[config.mk]
export PLATFORM = sky130hd
export DESIGN_NAME = load_store_unit
export DESIGN_NICKNAME = d
export VERILOG_FILES = /design/src/rtl/load_store_unit.sv
export SDC_FILE = /design/constraint.sdc
export NUM_CORES = 1
export LEC_CHECK = 0
export CAP_MARGIN = 20
export CORE_AREA = 2 2 226 183
export DETAILED_ROUTE_END_ITERATION = 6
export DIE_AREA = 0 0 228 185
export HOLD_SLACK_MARGIN = 0.15
export PLACE_DENSITY = 0.87
export SLEW_MARGIN = 10
export SYNTH_ARGS = -nofsm -noshare
export SYNTH_HDL_FRONTEND = slang
export SYNTH_SLANG_ARGS = --single-unit
[constraint.sdc]
create_clock -name clk -period 2.8 [get_ports clk]
set_input_delay 0.56 -clock clk [delete_from_list [all_inputs] [get_ports clk]]
set_output_delay 0.56 -clock clk [all_outputs]
set_load 0.01 [all_outputs]
[src/rtl/load_store_unit.sv]
// LD/SD memory-stage unit: effective address, alignment check, req/ack memory transaction.
// Latency: done 3 cycles after accept with zero-wait memory (+1 per wait cycle), 2 when misaligned.
// Backpressure: start is ignored while busy; mem_req is held until mem_ack or the timeout abort.
module load_store_unit #(
    parameter int TIMEOUT     = 16,
    parameter bit ALIGN_CHECK = 1'b1
) (
    input  logic        clk,
    input  logic        reset,
    input  logic        start,
    input  logic        is_load,
    input  logic        is_store,
    input  logic [63:0] base,
    input  logic [63:0] imm64,
    input  logic [63:0] store_data,
    output logic        busy,
    output logic        done,
    output logic [1:0]  err_code,
    output logic [63:0] load_data,
    output logic        mem_req,
    output logic        mem_we,
    output logic [63:0] mem_addr,
    output logic [63:0] mem_wdata,
    input  logic [63:0] mem_rdata,
    input  logic        mem_ack
);

    localparam int CW = (TIMEOUT > 1) ? $clog2(TIMEOUT) : 1;

    localparam logic [1:0] ERR_OK    = 2'b00;
    localparam logic [1:0] ERR_ALIGN = 2'b01;
    localparam logic [1:0] ERR_TMO   = 2'b10;

    typedef enum logic [1:0] {
        IDLE = 2'd0,
        ADDR = 2'd1,
        REQ  = 2'd2,
        DONE = 2'd3
    } state_t;

    typedef struct packed {
        logic [63:0] base;
        logic [63:0] imm;
        logic [63:0] wdat;
        logic        store;
    } req_t;

    state_t          state;
    state_t          state_nxt;
    req_t            req_q;
    logic [CW-1:0]   wait_cnt;
    logic [63:0]     eff;
    logic            misaligned;
    logic            accept;
    logic            timeout_hit;

    assign eff         = req_q.base + req_q.imm;
    assign misaligned  = ALIGN_CHECK && (eff[2:0] != 3'b000);
    assign accept      = start && (is_load ^ is_store);
    // wait_cnt counts unacknowledged REQ cycles already completed before this one
    assign timeout_hit = (TIMEOUT != 0) && (int'(wait_cnt) == TIMEOUT - 1);

    always_comb begin
        state_nxt = state;
        busy      = 1'b0;
        done      = 1'b0;
        mem_req   = 1'b0;
        mem_we    = 1'b0;
        case (state)
            IDLE: begin
                if (accept) state_nxt = ADDR;
            end
            ADDR: begin
                busy      = 1'b1;
                state_nxt = misaligned ? DONE : REQ;
            end
            REQ: begin
                busy    = 1'b1;
                mem_req = 1'b1;
                mem_we  = req_q.store;
                if (mem_ack || timeout_hit) state_nxt = DONE;
            end
            DONE: begin
                busy      = 1'b1;
                done      = 1'b1;
                state_nxt = IDLE;
            end
            default: state_nxt = IDLE;
        endcase
    end

    always_ff @(posedge clk) begin
        if (reset) begin
            state     <= IDLE;
            req_q     <= '0;
            wait_cnt  <= '0;
            err_code  <= ERR_OK;
            load_data <= '0;
            mem_addr  <= '0;
            mem_wdata <= '0;
        end else begin
            state <= state_nxt;
            case (state)
                IDLE: begin
                    wait_cnt <= '0;
                    if (accept) begin
                        req_q <= '{base:  base,
                                   imm:   imm64,
                                   wdat:  is_store ? store_data : 64'h0,
                                   store: is_store};
                    end
                end
                ADDR: begin
                    mem_addr  <= eff;
                    mem_wdata <= req_q.wdat;
                    wait_cnt  <= '0;
                    if (misaligned) err_code <= ERR_ALIGN;
                end
                REQ: begin
                    // ack takes priority over a timeout landing on the same edge
                    if (mem_ack) begin
                        if (!req_q.store) load_data <= mem_rdata;
                        err_code <= ERR_OK;
                    end else if (timeout_hit) begin
                        err_code <= ERR_TMO;
                    end else begin
                        wait_cnt <= wait_cnt + CW'(1);
                    end
                end
                DONE: begin
                    err_code <= ERR_OK;
                end
                default: ;
            endcase
        end
    end

endmodule

==> flow_summary.json, run 1 <==
{
  "synth_area_um2": 17400,
  "num-nets-final": 3019,
  "synth-xor-area-share": 0.0277,
  "cts.clk_slew.worst_paths_ns": 0.06,
  "wirelength_um": 59300,
  "synth_top_family_by_area": "simple AND/OR/NAND/NOR gates",
  "cts.sinks": 393,
  "cts_made_buffers": 41,
  "yosys.area_share.adder": 0.0508,
  "clk_latency_ns": 0.56,
  "holdPathEnd": "state[1]$_SDFFE_PP0P_",
  "io_pins": 460,
  "r2r_slack_ns": -0.36,
  "cp-end-kind": "flip-flop",
  "drive_above_1_share": 0.127,
  "cap_violations": 0,
  "whs_ns": 0.409,
  "min_path_type": "input port to flip-flop",
  "drt_iter0_markers": 1263,
  "hold_viol": 0,
  "cp_max_fo": 3,
  "path_cells": "ha_4, fa_2, a211oi_4, o21ai_4, o311ai_4, a2111oi_4, o2111ai_2, o31a_1, a2111oi_4, nor3_1, o31a_1, nor2_1",
  "clock.fmax_ghz": 0.316,
  "grt_usage": 0.261,
  "cp_slowest_cell": "a2111oi_4",
  "drcViolationCount": 0,
  "final_area_um2": 25600,
  "cp_num_buf_inv": 0,
  "syn_nets": 2518,
  "slew_headroom": 0.368,
  "core_area_um2": 40100,
  "regArea_um2": 7890,
  "outcome": "finished, violations left",
  "synthArstFlopShare": 0,
  "period_minus_slack_ns": 3.16,
  "yosys.area_share.simple": 0.210,
  "synth_compound_area_frac": 0.172,
  "gp_congestion": 0.923,
  "io_buffer_count": 459,
  "clock_skew_ns": 0.0279,
  "ant_nets": 0,
  "die_h_um": 185,
  "required_ns": 3.27,
  "ys_ff_latch": 393,
  "failed_checks": "negative setup slack",
  "r2r-end": "mem_addr[56]$_SDFFE_PP0N_",
  "rsz0062_at_grt": "yes",
  "slowest_delay_ns": 0.55,
  "yosysMostFrequentCell": "nand2_1",
  "synth_mux_area_frac": 0.0513,
  "place_hpwl_um": 41800,
  "worst_slack_ns": -0.365,
  "ff2ff_path_depth": 12,
  "min-delay-start": "reset",
  "multiInputGateArea_um2": 9670,
  "final_util": 0.638,
  "p_total_w": 0.0171,
  "tns_ns": -1.60,
  "worst_slew_pin_slew_ns": 0.945,
  "path_delay_family": "compound AO/OA/AOI/OAI gates",
  "cts_buffer_depth": 3,
  "avgSynthCellArea_um2": 7.96,
  "power.leakage_nw": 9.53,
  "critPathLaunchType": "flip-flop",
  "dpl-instance-area_um2": 23300,
  "setup_viol": 11,
  "hold_buffers": 0,
  "viasPerCell": 5.45,
  "cts_tree": "done",
  "routedWlPerCell_um": 18.2,
  "timing.final.crit_share": 1.13,
  "synth-edff-count": 0,
  "rows": 66,
  "htree_levels": 2,
  "holdPathStages": 2,
  "area_growth_pct": 47.1,
  "synth.top_cell.area_share": 0.452,
  "p_per_area_nw_per_um2": 666,
  "die_w_um": 228,
  "start_util": 0.434,
  "crit_type": "flip-flop to flip-flop",
  "vdd_ir_drop_max_v": 0.000472,
  "yosysTopAreaCell": "dfxtp_1",
  "grt_pass1_wl_um": 89800,
  "ys_warn_count": 0,
  "synthTopCellsByArea": "dfxtp_1 45%, nand2_1 11%, a21oi_1 11%",
  "grt_overflow_total": 0,
  "vias": 17800,
  "synthCells": 2186,
  "dr.pass1.iters": 7,
  "antenna_found_initial": 4,
  "dieArea_um2": 42200,
  "grt_pass1_vias": 17200,
  "yosys_most_used_dff": "dfxtp_1",
  "cts_root_buf": "clkbuf_16",
  "synth_top_cells_by_count": "528 x nand2_1, 393 x dfxtp_1, 372 x a21oi_1, 179 x nor2_1, 135 x clkbuf_1",
  "grt_max_degree": 173,
  "timing.rr.start": "req_q[65]$_SDFFE_PP0P_",
  "arrival_ns": 3.63,
  "synth_cell_types": 62,
  "slew_viol_final": 0,
  "yosysSeqAreaShare": 0.452,
  "fillers": 3182
}
## repair_timing
| action | CTS | global route |
|---|---|---|
| pin swaps | 35 | 58 |
| cloned | 0 | 0 |
| setup endpoints to repair | 22 | 28 |
| buffers inserted | 11 | 12 |
| resized for setup | 72 | 82 |
## cell families (layout without fill, tap and decap cells)
kind of cell	count (synthesis)	in the layout
multiplexers	89	89
adder cells (fa/ha/maj)	70	70
other	0	2
AO/OA/AOI/OAI	528	528
buffers and inverters	166	696
XOR/XNOR	55	55
AND/OR/NAND/NOR	885	885
flip-flops	393	393
## routing by layer
layer | GRT usage | part of all wire | vias up
li1 | - | - | 8456
met5 | 0 | 0.00039 | -
met3 | 0.0670 | 0.082 | 163
met1 | 0.323 | 0.41 | 8377
met4 | 0.111 | 0.043 | 4
met2 | 0.435 | 0.47 | 768
## worst max path at each step
stage | startpoint | endpoint | cells past startpoint | slack [ns]
2_1_floorplan | req_q[65]$_SDFFE_PP0P_ | mem_addr[60]$_SDFFE_PP0N_ | 12 | -0.05
3_3_place_gp | req_q[75]$_SDFFE_PP0P_ | mem_addr[56]$_SDFFE_PP0N_ | 11 | -0.37
3_5_place_dp | req_q[72]$_SDFFE_PP0P_ | mem_addr[63]$_SDFFE_PP0N_ | 12 | -0.38
4_1_cts | req_q[129]$_SDFFE_PP0P_ | mem_addr[56]$_SDFFE_PP0N_ | 12 | -0.24
5_1_grt | req_q[65]$_SDFFE_PP0P_ | mem_addr[56]$_SDFFE_PP0N_ | 12 | -0.41
6_report | req_q[65]$_SDFFE_PP0P_ | mem_addr[56]$_SDFFE_PP0N_ | 12 | -0.36
## state kept, by name (all words and copies together) (netlist names)
register,flops
mem_wdata,64
state,2
wait_cnt,4
mem_addr,64
err_code,2
load_data,64
req_q,193
## worst reg2reg max path, cell delays in order (launching register included)
cell and delay, ns:
dfxtp_2 0.35, ha_4 0.15, fa_2 0.23, a211oi_4 0.08, o21ai_4 0.20, o311ai_4 0.12, a2111oi_4 0.55, o2111ai_2 0.18
o31a_1 0.33, a2111oi_4 0.42, nor3_1 0.10, o31a_1 0.29, nor2_1 0.08
## cells in the final DEF, fill, tap and decap left out, types with 6 or more instances in the layout
cell type,count
xnor2_1,26
o21ai_0,39
nor3_2,6
nor2_1,172
mux2i_1,88
xor2_1,25
buf_12,10
buf_4,127
dfxtp_1,375
a21oi_2,17
clkbuf_1,6
dfxtp_2,18
a21o_1,28
inv_1,15
clkbuf_8,8
nor2b_1,6
nand3_1,78
nand2b_1,9
buf_6,12
nand2_1,527
clkinv_2,6
ha_4,21
nor3_1,19
clkdlybuf4s50_1,457
a21oi_1,351
o21ai_1,14
ha_1,46
a211oi_1,7
clkbuf_16,41
nand4_1,27
## layout make-up
| cell class | instances | area share |
|---|---|---|
| Sequential cell | 393 | 0.308 |
| Antenna cell | 2 | 0.000196 |
| Multi-Input combinational cell | 1627 | 0.378 |
| Timing Repair Buffer | 608 | 0.230 |
| Clock inverter | 17 | 0.00958 |
| Tap cell | 544 | 0.0266 |
| Inverter | 16 | 0.00235 |
| Clock buffer | 55 | 0.0453 |
## report_power, final
part           switching [W]  internal, W  total [W]
clock network        0.00234      0.00338    0.00572
logic                0.00259      0.00219    0.00478
registers           0.000413      0.00615    0.00656
## per-stage QoR
step,worst slack [ns],cells
2_1_floorplan,-0.0459,2186
6_report,-0.365,3262
3_5_place_dp,-0.377,3168
4_1_cts,-0.238,3250
3_3_place_gp,-0.371,3168
5_1_grt,-0.407,3262
Note: power is estimated with default switching activity, not from simulation.
==> inputs of run 2 (changes only) <==
==> constraint.sdc (replaced) <==
create_clock -name clk -period 2.8 [get_ports clk]
set_input_delay 0.56 -clock clk [delete_from_list [all_inputs] [get_ports clk]]
set_output_delay 0.56 -clock clk [all_outputs]
set_load 0.005 [all_outputs]
==> results of run 2 <==
The final DEF is identical to that of run 1. Status: finished, violations left: negative setup slack.
Main changes from that run: total power 0.0171 W -> 0.0170 W; worst IR drop on VDD 0.000472 V -> 0.000471 V
==> inputs of run 3 (changes only) <==
--- a/config.mk
+++ b/config.mk
@@ -5,12 +5,12 @@
 export SDC_FILE = /design/constraint.sdc
 export NUM_CORES = 1
 export LEC_CHECK = 0
-export CAP_MARGIN = 20
 export CORE_AREA = 2 2 226 183
 export DETAILED_ROUTE_END_ITERATION = 6
 export DIE_AREA = 0 0 228 185
 export HOLD_SLACK_MARGIN = 0.15
 export PLACE_DENSITY = 0.87
+export SETUP_SLACK_MARGIN = 0.5
 export SLEW_MARGIN = 10
 export SYNTH_ARGS = -nofsm -noshare
 export SYNTH_HDL_FRONTEND = slang
==> flow_summary.json, run 3 (same netlist as run 1, synthesis figures left out) <==
{
  "outcome": "finished, violations left",
  "failed_checks": "design-rule violations, negative setup slack",
  "wirelength_um": 61000,
  "cts_root_buf": "clkbuf_16",
  "min_path_type": "flip-flop to flip-flop",
  "worst_slack_ns": -0.255,
  "cts_tree": "done",
  "crit_type": "flip-flop to flip-flop",
  "slew_headroom": 0.336,
  "rsz0062_at_grt": "yes",
  "cp-end-kind": "flip-flop",
  "hold_buffers": 0,
  "grt_overflow_total": 0,
  "die_h_um": 185,
  "cts_buffer_depth": 3,
  "period_minus_slack_ns": 3.06,
  "ant_nets": 0,
  "cts.clk_slew.worst_paths_ns": 0.06,
  "seqPwrFrac": 0.383,
  "comb_power_share": 0.278,
  "dieArea_um2": 42200,
  "switching_share": 0.315,
  "timing.final.crit_share": 1.09,
  "place_hpwl_um": 42200,
  "num-nets-final": 3035,
  "internal_power_w": 0.0118,
  "grt_max_degree": 220,
  "whs_ns": 0.449,
  "worst_slew_pin_slew_ns": 0.996,
  "drive_above_1_share": 0.153,
  "vdd_ir_drop_max_v": 0.000546,
  "hold_viol": 0,
  "grt_pass1_vias": 17600,
  "critPathLaunchType": "flip-flop",
  "cap_violations": 0,
  "dpl-instance-area_um2": 23400,
  "setup_viol": 17,
  "layout_commonest_cell": "nand2_1",
  "top_register": "req_q",
  "arrival_ns": 3.56,
  "largest_reg_flops": 193,
  "slew_viol_final": 0,
  "drt_iter0_markers": 1508,
  "gp_congestion": 0.952,
  "power.leakage_nw": 9.70,
  "cts.sinks": 393,
  "clockPowerShare": 0.339,
  "die_w_um": 228,
  "core_area_um2": 40100,
  "viasPerCell": 5.48,
  "dp.cells": 3160,
  "vias": 18000,
  "final_cell_mix": "521 x nand2_1, 454 x clkdlybuf4s50_1, 357 x dfxtp_1, 344 x a21oi_1, 170 x nor2_1",
  "grt_pass1_wl_um": 92200,
  "rows": 66,
  "drcViolationCount": 11,
  "power_switching_w": 0.00541,
  "routedWlPerCell_um": 18.6,
  "clk_latency_ns": 0.57,
  "area_growth_pct": 50.2,
  "clock_skew_ns": 0.0208,
  "stdcell_count": 3278,
  "dr.pass1.iters": 7,
  "start_util": 0.434,
  "grt_usage": 0.268,
  "htree_levels": 2,
  "antenna_found_initial": 3,
  "diodes": 0,
  "io_pins": 460,
  "final_util": 0.651,
  "final_area_um2": 26100,
  "cts_made_buffers": 42,
  "io_buffer_count": 459,
  "p_per_area_nw_per_um2": 658,
  "required_ns": 3.30,
  "clock.fmax_ghz": 0.327,
  "cp_max_fo": 4
}
-- run 3: repair_timing --
action | 4_1_cts | 5_1_grt
pin swaps | 51 | 48
endpoints found under the setup margin | 117 | 58
gates cloned | 0 | 0
setup buffers | 26 | 17
gates resized for setup | 166 | 62
-- run 3: cell type report --
class,count,area [um2]
fill,3029,14000
multi-input combinational,1627,10000
sequential,393,7920
timing repair buffer,623,6040
clock buffer,59,1190
tap,544,681
clock inverter,16,244
inverter,16,62.6
-- run 3: through the flow --
step / power [W] / setup TNS (ns) / setup WS (ns)
global route: 0.0179 / -4.22 / -0.350
CTS: 0.0171 / -1.04 / -0.201
floorplan: 0.00904 / 0 / 0.00899
global placement: 0.0110 / -1.44 / -0.285
finish: 0.0172 / -1.84 / -0.255
detailed placement: 0.0111 / -2.27 / -0.306
-- run 3: path summary, 6_finish.rpt --
kind | startpoint | to | slack (ns) | cells after the start
setup / recovery | req_q[139]$_SDFFE_PP0P_ | mem_addr[56]$_SDFFE_PP0N_ | -0.26 | 12
hold / removal | req_q[53]$_SDFFE_PP0P_ | req_q[53]$_SDFFE_PP0P_ | 0.45 | 2
setup reg to reg | req_q[139]$_SDFFE_PP0P_ | mem_addr[56]$_SDFFE_PP0N_ | -0.26 | 12
hold reg to reg | req_q[53]$_SDFFE_PP0P_ | req_q[53]$_SDFFE_PP0P_ | 0.45 | 2
-- run 3: metal layers --
layer,routed length (um),track usage,part of all wire
met1,24300,0.326,0.40
met2,28700,0.445,0.47
met3,5240,0.0742,0.086
met4,2750,0.117,0.045
met5,24,0,0.00039
-- run 3: worst max-delay path, stage by stage (launching register included) --
cell and delay (ns):
dfxtp_4 0.36, ha_4 0.28, nand4_1 0.09, buf_6 0.15, nor2_4 0.10, o311ai_4 0.12, a2111oi_4 0.50, o2111ai_2 0.20
o31a_1 0.36, a2111oi_4 0.44, nor3_2 0.09, o31a_1 0.24, nor2_1 0.08
-- run 3: power groups by stage --
stage               clock network (W)  logic (W)  registers (W)
CTS                           0.00590    0.00466        0.00657
floorplan                           0    0.00250        0.00654
finish                        0.00583    0.00478        0.00658
global route                  0.00611    0.00514        0.00663
detailed placement                  0    0.00445        0.00665
global placement                    0    0.00434        0.00661
